### config.mk
export PLATFORM = sky130hd
export DESIGN_NAME = fifo_merge_reader
export DESIGN_NICKNAME = d
export VERILOG_FILES = /design/src/rtl/fifo_merge_reader_pkg.sv /design/src/rtl/burst_word_packer.sv /design/src/rtl/fifo_merge_reader.sv
export SDC_FILE = /design/constraint.sdc
export NUM_CORES = 1
export LEC_CHECK = 0
export CAP_MARGIN = 20
export CORE_MARGIN = 2
export CORE_UTILIZATION = 50
export CTS_BUF_LIST = sky130_fd_sc_hd__clkbuf_16
export CTS_CLUSTER_SIZE = 14
export DETAILED_ROUTE_END_ITERATION = 8
export GPL_TIMING_DRIVEN = 0
export PLACE_DENSITY = 0.83
export SETUP_SLACK_MARGIN = 0.5
export SYNTH_ARGS = -nofsm -noshare
export SYNTH_HDL_FRONTEND = slang
export SYNTH_SLANG_ARGS = --single-unit
### constraint.sdc
create_clock -name clock -period 3.1 [get_ports clock]
set_input_delay 0.62 -clock clock [delete_from_list [all_inputs] [get_ports clock]]
set_output_delay 0.62 -clock clock [all_outputs]
set_load 0.05 [all_outputs]
### src/rtl/fifo_merge_reader_pkg.sv
// rtl/fifo_merge_reader_pkg.sv - state encoding shared by the merge reader and FIFO_merge debug decode
package fifo_merge_reader_pkg;

  typedef enum logic [2:0] {
    ST_IDLE    = 3'd0,
    ST_START   = 3'd1,
    ST_CAPTURE = 3'd2,
    ST_FLUSH   = 3'd3,
    ST_DONE    = 3'd4
  } state_t;

endpackage

### src/rtl/burst_word_packer.sv
// rtl/burst_word_packer.sv - pairs burst words into double-width beats and checks the increment sequence
module burst_word_packer #(
  parameter int n_bits = 4
) (
  input  logic                  clock,
  input  logic                  reset,
  input  logic                  clear,
  input  logic                  accept,
  input  logic                  flush,
  input  logic [n_bits-1:0]     word,
  output logic                  pending,
  output logic                  mismatch,
  output logic [2*n_bits-1:0]   data_out,
  output logic                  out_valid,
  output logic                  odd
);

  logic [n_bits-1:0] low_word;
  logic [n_bits-1:0] prev_word;
  logic              have_prev;

  // The first word of a burst has no predecessor and is never a mismatch.
  assign mismatch = accept && have_prev && (word != prev_word + n_bits'(1));

  always_ff @(posedge clock or posedge reset) begin
    if (reset) begin
      low_word  <= '0;
      prev_word <= '0;
      have_prev <= 1'b0;
      pending   <= 1'b0;
      data_out  <= '0;
      out_valid <= 1'b0;
      odd       <= 1'b0;
    end else begin
      out_valid <= 1'b0;
      odd       <= 1'b0;
      if (clear) begin
        low_word  <= '0;
        prev_word <= '0;
        have_prev <= 1'b0;
        pending   <= 1'b0;
      end else if (accept) begin
        prev_word <= word;
        have_prev <= 1'b1;
        if (!pending) begin
          low_word <= word;
          pending  <= 1'b1;
        end else begin
          data_out  <= {word, low_word};
          out_valid <= 1'b1;
          low_word  <= '0;
          pending   <= 1'b0;
        end
      end else if (flush) begin
        data_out  <= {{n_bits{1'b0}}, low_word};
        out_valid <= 1'b1;
        odd       <= 1'b1;
        low_word  <= '0;
        pending   <= 1'b0;
      end
    end
  end

endmodule

### src/rtl/fifo_merge_reader.sv
// rtl/fifo_merge_reader.sv - read-side burst controller for the merge FIFO
module fifo_merge_reader
  import fifo_merge_reader_pkg::*;
#(
  parameter int n_bits         = 4,
  parameter int max_words      = 16,
  parameter int timeout_cycles = 32
) (
  input  logic                              clock,
  input  logic                              reset,
  input  logic                              enable,
  input  logic [n_bits-1:0]                 Data_in,
  input  logic                              in_valid,
  input  logic                              done_in,
  output logic                              start,
  output logic [2*n_bits-1:0]               Data_out,
  output logic                              out_valid,
  output logic                              odd,
  output logic [$clog2(max_words+1)-1:0]    word_count,
  output logic                              seq_error,
  output logic                              overrun,
  output logic                              timeout,
  output logic                              burst_done,
  output logic [2:0]                        state_out
);

  localparam int wc_w = $clog2(max_words + 1);
  localparam int ic_w = $clog2(timeout_cycles + 1);

  state_t            state, state_next;
  logic [ic_w-1:0]   idle_count;
  logic              clear, accept, flush, idle_inc, set_over, set_to;
  logic              pending, mismatch;

  burst_word_packer #(.n_bits(n_bits)) u_packer (
    .clock     (clock),
    .reset     (reset),
    .clear     (clear),
    .accept    (accept),
    .flush     (flush),
    .word      (Data_in),
    .pending   (pending),
    .mismatch  (mismatch),
    .data_out  (Data_out),
    .out_valid (out_valid),
    .odd       (odd)
  );

  always_ff @(posedge clock or posedge reset) begin
    if (reset) state <= ST_IDLE;
    else       state <= state_next;
  end

  always_comb begin
    state_next = state;
    clear      = 1'b0;
    accept     = 1'b0;
    flush      = 1'b0;
    idle_inc   = 1'b0;
    set_over   = 1'b0;
    set_to     = 1'b0;
    case (state)
      ST_IDLE: if (enable) state_next = ST_START;
      ST_START: begin
        clear      = 1'b1;
        state_next = ST_CAPTURE;
      end
      ST_CAPTURE: begin
        if (in_valid && word_count == wc_w'(max_words)) begin
          set_over   = 1'b1;
          state_next = ST_DONE;
        end else begin
          accept = in_valid;
          // A word accepted alongside done_in toggles whether a half-pair is left over.
          if (done_in) begin
            state_next = (pending ^ in_valid) ? ST_FLUSH : ST_DONE;
          end else if (!in_valid) begin
            idle_inc = 1'b1;
            if (idle_count == ic_w'(timeout_cycles - 1)) begin
              set_to     = 1'b1;
              state_next = pending ? ST_FLUSH : ST_DONE;
            end
          end
        end
      end
      ST_FLUSH: begin
        flush      = 1'b1;
        state_next = ST_DONE;
      end
      ST_DONE: state_next = ST_IDLE;
      default: state_next = ST_IDLE;
    endcase
  end

  always_ff @(posedge clock or posedge reset) begin
    if (reset) begin
      start      <= 1'b0;
      burst_done <= 1'b0;
      word_count <= '0;
      idle_count <= '0;
      seq_error  <= 1'b0;
      overrun    <= 1'b0;
      timeout    <= 1'b0;
    end else begin
      start      <= (state_next == ST_CAPTURE);
      burst_done <= (state_next == ST_DONE);
      if (clear) begin
        word_count <= '0;
        idle_count <= '0;
        seq_error  <= 1'b0;
        overrun    <= 1'b0;
        timeout    <= 1'b0;
      end else begin
        if (accept) begin
          word_count <= word_count + wc_w'(1);
          idle_count <= '0;
        end else if (idle_inc) begin
          idle_count <= idle_count + ic_w'(1);
        end
        if (mismatch) seq_error <= 1'b1;
        if (set_over) overrun   <= 1'b1;
        if (set_to)   timeout   <= 1'b1;
      end
    end
  end

  assign state_out = state;

endmodule

==> results.ini <==
[outcome]
status=complete, no violations

[logic_synthesis]
async_flop_share=1.00
syn_nets=182
synth_seq_cells=39
synth_area_per_cell_um2=11.0
yosysTopAreaCell=dfrtp_1
synth_area_um2=1860
ys_seq_area_frac=0.524
yosysWarnings=0
syn_inst=169
synth_edf_count=0
yosys_most_used_dff=dfrtp_1
ys_types=41
synth_top_cell_area_share=0.524
synth_area_leaders=dfrtp_1 52%, xnor2_1 4.7%, mux2_2 4.2%

[power]
fin_total_pwr_mw=2.32
power_leakage_nw=1.12
p_per_area_nw_per_um2=957
ir_drop_mv=0.806

[drt]
vias=1411
drc=0
met2_length_mm=1.95
drt.antenna.violating_nets=0
wl_mm=3.78
drt_first_pass_iters=4
vias_per_cell=5.51
met3_length_um=161
top_layer=met4
drt-initial-drc-count=49
wl_met1_mm=1.62
wl_per_cell_um=14.8

[critical_path]
crit_family=buffers and inverters
reg2reg_depth=7
cp-end-kind=primary output
required_ps=2480
crit_slowest_cell=clkdlybuf4s50_1
r2r_setup_slack_ps=1080
r2r-start=word_count[0]
startpoint_type=flop
path_class=reg -> out
path_buf_inv=1
path_max_fanout=9
max_stage_delay_ps=860
worst_ep_arrival_time_ps=1640
reg2reg_to=u_packer.data_out[3]
path_cells=clkdlybuf4s50_1

[placement]
gp_congestion=0.912
dpl.hpwl_mm=2.55
io_buffers=31
dp_cells=248

[clocking]
root_buffer=clkbuf_16
ctsResizeCount=0
clk_pin_slew_ps=60
cts_tree=yes
cts_buffers=5
cts_setup_buffers=0
clk_latency_ps=280
htree_num_levels=2
cts-hold-fix-buffers=0
clockBufferDepth=2
cts.sinks=39

[timing]
fin_crit_ps=2260
slew_viol_final=0
worst_pin_slew_ps=874
slew_headroom=0.416
whs_ps=501
fin_worst_skew_ps=6.71
hold_viol_final=0
fin_crit_sh=0.728
setup_tns_ps=0
max_freq_mhz=443
setup_violations=0
grt_setup_unrepaired=false

[grt]
antenna_found_initial=0
grt_max_degree=40
grt_util_all_layers=0.198
grt_pass1_vias=1417
grt_pass1_wl_mm=6.37
overflow=0

[min_path]
hold_start=timeout
hold_end=timeout
whs_path_depth=2
hold_path.class=reg -> reg

[job]
cap_violations=0

[floorplan]
die_width_um=65.0
core_area_um2=3630
rows=22
fp.dieH_um=65.0
start_util=0.513
die_area_um2=4230
io_pins=32

[cells_and_area]
drive_above_1_share=0.125
nNetsFinal=220
syn2layout_area_growth_pct=30.0
postLayoutCoreUtil=0.667
num_antenna_cells=0
fin_cells=256

==> how the worst max path moves through the flow <==
stage,start,to,slack [ps],cells past startpoint
floorplan,word_count[0],u_packer.data_out[0],1020,7
global placement,done_in,idle_count[5],690,6
detailed placement,done_in,idle_count[4],660,6
CTS,state_out[2],state_out[2],840,1
global route,state_out[2],state_out[2],800,1
finish,state_out[2],state_out[2],840,1
==> kinds of logic (layout without fill, tap and decap cells) <==
logic type / after synthesis / after routing / share of synthesized area
flops: 39 / 39 / 0.524
compound gates: 37 / 37 / 0.129
simple gates: 56 / 56 / 0.185
buf+inv: 12 / 51 / 0.0269
mux: 8 / 8 / 0.0477
fa+ha+maj: 4 / 4 / 0.0269
xor+xnor: 13 / 13 / 0.0611
==> report_power, final <==
part	switching [mW]	leakage [nW]	total [mW]	internal [mW]
Sequential	0.116	0.530	0.765	0.649
Combinational	0.575	0.491	0.907	0.332
Clock	0.190	0.0952	0.648	0.458
==> layout make-up <==
class | instances | area (um^2)
fill | 303 | 1210
sequential | 39 | 976
multi-input combinational | 118 | 837
timing repair buffer | 31 | 310
clock buffer | 5 | 125
clock inverter | 3 | 63.8
tap | 48 | 60.1
buffer | 6 | 27.5
inverter | 6 | 22.5
==> worst min-delay path: stages, from the launching register on <==
cell	delay [ps]
dfrtp_1	340
a21oi_1	40
nor2_1	80
==> routing by layer <==
layer,vias up,global-route usage
li1,672,-
met1,700,0.244
met2,32,0.340
met3,7,0.0521
met4,0,0.0625
met5,-,0
==> state kept, by name, summed over array words and instances (netlist names) <==
name	flops
u_packer.odd	1
idle_count	6
start	1
u_packer.have_prev	1
burst_done	1
u_packer.data_out	8
u_packer.out_valid	1
u_packer.low_word	4
seq_error	1
word_count	5
u_packer.pending	1
u_packer.prev_word	4
timeout	1
state_out	3
overrun	1
==> layout by cell type (no fill, tap or decap), types with 5 or more instances in the layout <==
cell	count
a21o_1	6
a21oi_1	10
dfrtp_1	39
nand2_1	17
mux2_2	7
clkbuf_16	5
inv_1	6
o21ai_0	7
nor2_1	15
clkdlybuf4s50_1	31
xnor2_1	10
==> cell usage after synthesis, drive strengths merged, types with 2 or more instances <==
| master | count |
|---|---|
| ha | 4 |
| buf | 4 |
| and3 | 3 |
| nand4 | 2 |
| nand2 | 17 |
| a22o | 4 |
| a21o | 6 |
| nor2 | 16 |
| nor3b | 2 |
| a31oi | 2 |
| inv | 6 |
| a21oi | 10 |
| nor4b | 2 |
| dfrtp | 39 |
| clkbuf | 2 |
| mux2 | 7 |
| nand3 | 3 |
| xnor2 | 10 |
| nor4 | 3 |
| o21ai | 7 |
| xor2 | 3 |
==> per-stage QoR <==
stage / cell area, um^2 / worst slack [ps]
CTS: 2420 / 839
detailed placement: 2230 / 657
floorplan: 1860 / 1020
global route: 2420 / 799
finish: 2420 / 844
global placement: 2230 / 686
(Power assumes the default switching activity.)
